**src/rtl/apb_arbiter.sv**
```systemverilog
// Round-robin APB master arbiter: N_REQ requesters share one APB master port.
// Three-state IDLE/SETUP/ACCESS sequencer with a wait-state timeout abort.
module apb_arbiter #(
  parameter int unsigned N_REQ   = 4,
  parameter int unsigned TIMEOUT = 16
) (
  input  logic                PCLK,
  input  logic                PRESETn,
  input  logic [N_REQ-1:0]    req_i,
  input  logic [N_REQ-1:0]    write_i,
  input  logic [32*N_REQ-1:0] addr_i,
  input  logic [32*N_REQ-1:0] wdata_i,
  output logic [N_REQ-1:0]    gnt_o,
  output logic [N_REQ-1:0]    done_o,
  output logic [31:0]         rdata_o,
  output logic                err_o,
  output logic                PSEL,
  output logic                PENABLE,
  output logic                PWRITE,
  output logic [31:0]         PADDR,
  output logic [31:0]         PWDATA,
  input  logic [31:0]         PRDATA,
  input  logic                PREADY,
  input  logic                PSLVERR
);

  localparam int unsigned IdxW       = (N_REQ > 1) ? $clog2(N_REQ) : 1;
  localparam logic [7:0]  TimeoutCnt = 8'(TIMEOUT);

  typedef enum logic [1:0] {StIdle, StSetup, StAccess} state_e;

  state_e            state_q, state_d;
  logic              psel_q, psel_d;
  logic              penable_q, penable_d;
  logic              pwrite_q, pwrite_d;
  logic [31:0]       paddr_q, paddr_d;
  logic [31:0]       pwdata_q, pwdata_d;
  logic [N_REQ-1:0]  gnt_q, gnt_d;
  logic [N_REQ-1:0]  done_q, done_d;
  logic [31:0]       rdata_q, rdata_d;
  logic              err_q, err_d;
  logic [7:0]        cnt_q, cnt_d;
  logic [7:0]        cnt_inc;
  logic [IdxW-1:0]   last_q, last_d;
  logic [IdxW-1:0]   win_q, win_d;

  logic [31:0]       addr_arr  [N_REQ];
  logic [31:0]       wdata_arr [N_REQ];
  logic              found;
  logic [IdxW-1:0]   win_idx;
  logic [IdxW-1:0]   cand;

  always_comb begin
    for (int unsigned k = 0; k < N_REQ; k++) begin
      addr_arr[k]  = addr_i[32*k +: 32];
      wdata_arr[k] = wdata_i[32*k +: 32];
    end
  end

  // Search begins just after the previous winner and wraps around.
  always_comb begin
    found   = 1'b0;
    win_idx = last_q;
    cand    = '0;
    for (int unsigned i = 1; i <= N_REQ; i++) begin
      cand = IdxW'((32'(last_q) + i) % N_REQ);
      if (!found && req_i[cand]) begin
        found   = 1'b1;
        win_idx = cand;
      end
    end
  end

  assign cnt_inc = cnt_q + 8'd1;

  always_comb begin
    state_d   = state_q;
    psel_d    = psel_q;
    penable_d = penable_q;
    pwrite_d  = pwrite_q;
    paddr_d   = paddr_q;
    pwdata_d  = pwdata_q;
    gnt_d     = gnt_q;
    done_d    = '0;
    rdata_d   = rdata_q;
    err_d     = 1'b0;
    cnt_d     = cnt_q;
    last_d    = last_q;
    win_d     = win_q;
    unique case (state_q)
      StIdle: begin
        if (found) begin
          state_d        = StSetup;
          psel_d         = 1'b1;
          penable_d      = 1'b0;
          gnt_d          = '0;
          gnt_d[win_idx] = 1'b1;
          win_d          = win_idx;
          pwrite_d       = write_i[win_idx];
          paddr_d        = addr_arr[win_idx];
          pwdata_d       = wdata_arr[win_idx];
          cnt_d          = '0;
        end
      end
      StSetup: begin
        state_d   = StAccess;
        penable_d = 1'b1;
      end
      StAccess: begin
        if (PREADY) begin
          state_d   = StIdle;
          psel_d    = 1'b0;
          penable_d = 1'b0;
          gnt_d     = '0;
          done_d    = gnt_q;
          rdata_d   = pwrite_q ? 32'h0 : PRDATA;
          err_d     = PSLVERR;
          last_d    = win_q;
        end else if (cnt_inc == TimeoutCnt) begin
          state_d   = StIdle;
          psel_d    = 1'b0;
          penable_d = 1'b0;
          gnt_d     = '0;
          done_d    = gnt_q;
          rdata_d   = 32'h0;
          err_d     = 1'b1;
          cnt_d     = cnt_inc;
          last_d    = win_q;
        end else begin
          cnt_d = cnt_inc;
        end
      end
      default: state_d = StIdle;
    endcase
  end

  always_ff @(posedge PCLK or negedge PRESETn) begin
    if (!PRESETn) begin
      state_q   <= StIdle;
      psel_q    <= 1'b0;
      penable_q <= 1'b0;
      pwrite_q  <= 1'b0;
      paddr_q   <= '0;
      pwdata_q  <= '0;
      gnt_q     <= '0;
      done_q    <= '0;
      rdata_q   <= '0;
      err_q     <= 1'b0;
      cnt_q     <= '0;
      last_q    <= IdxW'(N_REQ - 1);
      win_q     <= '0;
    end else begin
      state_q   <= state_d;
      psel_q    <= psel_d;
      penable_q <= penable_d;
      pwrite_q  <= pwrite_d;
      paddr_q   <= paddr_d;
      pwdata_q  <= pwdata_d;
      gnt_q     <= gnt_d;
      done_q    <= done_d;
      rdata_q   <= rdata_d;
      err_q     <= err_d;
      cnt_q     <= cnt_d;
      last_q    <= last_d;
      win_q     <= win_d;
    end
  end

  assign PSEL    = psel_q;
  assign PENABLE = penable_q;
  assign PWRITE  = pwrite_q;
  assign PADDR   = paddr_q;
  assign PWDATA  = pwdata_q;
  assign gnt_o   = gnt_q;
  assign done_o  = done_q;
  assign rdata_o = rdata_q;
  assign err_o   = err_q;

endmodule

```
**config.mk**
```make
export PLATFORM = sky130hd
export DESIGN_NAME = apb_arbiter
export DESIGN_NICKNAME = d
export VERILOG_FILES = /design/src/rtl/apb_arbiter.sv
export SDC_FILE = /design/constraint.sdc
export NUM_CORES = 1
export LEC_CHECK = 0
export BUFFER_PORTS_ARGS = -buffer_cell sky130_fd_sc_hd__buf_4
export CAP_MARGIN = 20
export CORE_AREA = 10 10 151 153
export CTS_CLUSTER_DIAMETER = 30
export DETAILED_ROUTE_END_ITERATION = 10
export DIE_AREA = 0 0 161 163
export GPL_TIMING_DRIVEN = 1
export REMOVE_ABC_BUFFERS = 1
export SLEW_MARGIN = 10
export SYNTH_ARGS = -nofsm -noshare
export SYNTH_HDL_FRONTEND = slang
export SYNTH_SLANG_ARGS = --single-unit
```
**constraint.sdc**
```tcl
create_clock -name PCLK -period 2.84 [get_ports PCLK]
set_input_delay 0.568 -clock PCLK [delete_from_list [all_inputs] [get_ports PCLK]]
set_output_delay 0.568 -clock PCLK [all_outputs]
set_load 0.1 [all_outputs]
```
==> impl_metrics.tcl <==
set metrics [dict create \
    drive_gt1_frac 0.452 \
    first_pass_grt_wire_length_um 44700 \
    ios 408 \
    floorplan.core_area_sq_um 19900 \
    finalSetupViolations 0 \
    cts_tree "done" \
    placedCellCount 1296 \
    yosysSeqAreaShare 0.476 \
    vias_after_detailed_routing 7116 \
    postRouteAntennaNets 0 \
    synth_largest_type_area_fraction 0.468 \
    gpl.final_weighted_congestion 0.853 \
    drv_slew 0 \
    hold_violations 0 \
    cts_hold_buf 0 \
    die_h_um 163 \
    dieWidth_um 161 \
    finish.utilization 0.518 \
    postSynth.topFlopCell "sky130_fd_sc_hd__dfrtp_1" \
    drt_first_pass_iters 5 \
    p_per_area_nw_per_um2 1470 \
    cts_setup_buffers 0 \
    p_leak_nw 4.82 \
    synth_cells 665 \
    cp-end-kind "flop" \
    worst-slew-pin-transition_ps 678 \
    layout_min_cycle_time_ps 2260 \
    routedWlPerCell_um 22.7 \
    syn_area_per_cell_sq_um 9.65 \
    timing.max_slew.rel_slack 0.543 \
    vias_per_cell 5.35 \
    htree_levels 4 \
    overflow 0 \
    groute.usage.overall 0.219 \
    worst_setup_hold_path_clk_slew_ps 60 \
    place_ws_ps 499 \
    first_global_vias 7494 \
    postLayoutCellArea_sq_um 10300 \
    hp-class "input pin to asynchronous set/reset pin" \
    synth_cell_type_count 48 \
    dieArea_sq_um 26200 \
    starting_utilization_of_the_core_area 0.322 \
    clock-root-buffer "sky130_fd_sc_hd__clkbuf_16" \
    timing.critical_path.required_ps 3150 \
    drt-initial-drc-count 485 \
    largest_net_degree_at_the_start_of_global_routing 123 \
    ys_ff_latch 122 \
    vdd_ir_drop_max_mv 0.720 \
    design.final.nets 1347 \
    worstPathArrival_ps 2570 \
    cts_inserted_buffers 17 \
    place.detailed.hpwl_um 22700 \
    drt_drc_violations_left 0 \
    path_class "flop to flop" \
    antenna_found_initial 0 \
    fin_ws_ps 576 \
    run_status "finished, final reports clean" \
    rsz_0062_raised_after_global_routing "false" \
    drt_wl_total_um 30100 \
    final.fill_count 1924 \
    clk_path_buf_depth 2 \
    timing.fmax_mhz 442 \
    setup-tns-final_ps 0 \
    synth_edf_count 0 \
    synth-async-reset-ratio 1.00 \
    timing.clock.skew_ps 10.1 \
    rows 52 \
    synth.top_cells.by_area "sky130_fd_sc_hd__dfrtp_1 47%, sky130_fd_sc_hd__nand3_1 7.4%, sky130_fd_sc_hd__a221oi_1 6.6%, sky130_fd_sc_hd__a22o_1 5.1%, sky130_fd_sc_hd__a31oi_1 4.0%" \
    crit_fanout 31 \
    yosysWarningCount 0 \
    cts.repair.resized 0 \
    port-buffer-count 407 \
    instances_no_fill 1329 \
    startpoint_type_of_the_worst_setup_path "flop" \
    clk_latency_ps 430 \
    numClockSinks 122 \
    synth.cell_area_sq_um 6410 \
    syn_to_final_growth_pct 60.7 \
    drv.max_cap_violation_count 0 \
    min_period_over_period 0.797 \
    total_cell_area_at_the_placement_stage_sq_um 9740 \
    yosys.area.top_type "sky130_fd_sc_hd__dfrtp_1" \
]
-- cells in the final DEF, fill, tap and decap left out, drive strengths merged, types with 2 or more instances in the layout --
cell type / instances
clkbuf: 17
a221oi: 48
dfstp: 2
nand2: 18
ha: 2
and3: 3
o22ai: 10
clkinvlp: 2
o21ai: 46
mux2: 2
o21bai: 3
o22a: 17
clkinv: 6
nor3: 3
dfrtp: 120
nor2: 64
xor2: 2
xnor2: 3
nor2b: 6
a21oi: 22
o21a: 4
buf: 427
a22o: 37
nor3b: 3
a31oi: 41
inv: 13
mux2i: 12
nand2b: 2
nand3: 95
a221o: 17
-- routing by layer --
metal,track usage,vias up,part of all wire
li1,-,3330,-
met1,0.247,3422,0.38
met2,0.366,316,0.50
met3,0.0968,48,0.094
met4,0.0662,0,0.023
met5,0,-,0
-- sequential cells by signal, summed over array words and instances (netlist names) --
register,count
last_q,2
win_q,2
PWDATA,32
done_o,4
rdata_o,32
PSEL,1
PENABLE,1
gnt_o,4
cnt_q,8
PWRITE,1
err_o,1
PADDR,32
state_q,2
-- power breakdown --
group          switching [W]  internal (W)  leakage [nW]
combinational        0.00753       0.00254          3.05
clock               0.000899       0.00122         0.277
sequential          0.000489       0.00248          1.49
total                0.00891       0.00624          4.82
-- logic make-up after synthesis --
group,count (synthesis),synth area share
muxes,14,0.0222
and+or+nand+nor,198,0.147
buffers and inverters,73,0.0558
AOI/OAI and AO/OA,251,0.288
adders and majority gates,2,0.00390
xor gates and xnor gates,5,0.00683
DFF,122,0.476
-- path summary, 6_finish.rpt --
path / cells past startpoint / slack, ps / from / endpoint
worst max-delay path: 6 / 580 / last_q[0] / PADDR[29]
worst min-delay path: 2 / 250 / PRESETn / cnt_q[4]
worst max register to register: 6 / 580 / last_q[0] / PADDR[29]
worst min register to register: 2 / 470 / win_q[0] / win_q[0]
max in group asynchronous: 2 / 2110 / PRESETn / PWDATA[14]
min in group PCLK: 2 / 360 / PRDATA[11] / rdata_o[11]
-- critical path, stage by stage, from the launching register on --
cell and delay [ps]:
sky130_fd_sc_hd__dfstp_2 680, sky130_fd_sc_hd__or2b_1 300, sky130_fd_sc_hd__a21oi_1 300, sky130_fd_sc_hd__or3_2 190
sky130_fd_sc_hd__buf_4 350, sky130_fd_sc_hd__a21oi_1 120, sky130_fd_sc_hd__o22a_1 200
-- synth_stat cells (all sizes together), types with 18 or more instances --
cell and n:
clkbuf 27, buf 39, a221oi 48, nand3 95, dfrtp 120, o21ai 46, a21oi 22, a31oi 41
nand2 18, nor2 64, a22o 37
-- layout make-up --
cell class / instances / area [sq um] / area share
tap: 270 / 338 / 0.0328
clock inverter: 15 / 141 / 0.0137
timing repair buffer: 427 / 3280 / 0.318
sequential: 122 / 3060 / 0.296
antenna: 1 / 2.50 / 0.000243
multi-input combinational: 470 / 3040 / 0.295
clock buffer: 17 / 425 / 0.0413
inverter: 7 / 26.3 / 0.00255
-- through the flow --
step	hold slack, ps	power (W)
floorplan	272	0.0102
global route	290	0.0159
global placement	460	0.0131
finish	249	0.0152
detailed placement	468	0.0131
CTS	275	0.0153
Note: power is estimated with default switching activity, not from simulation.
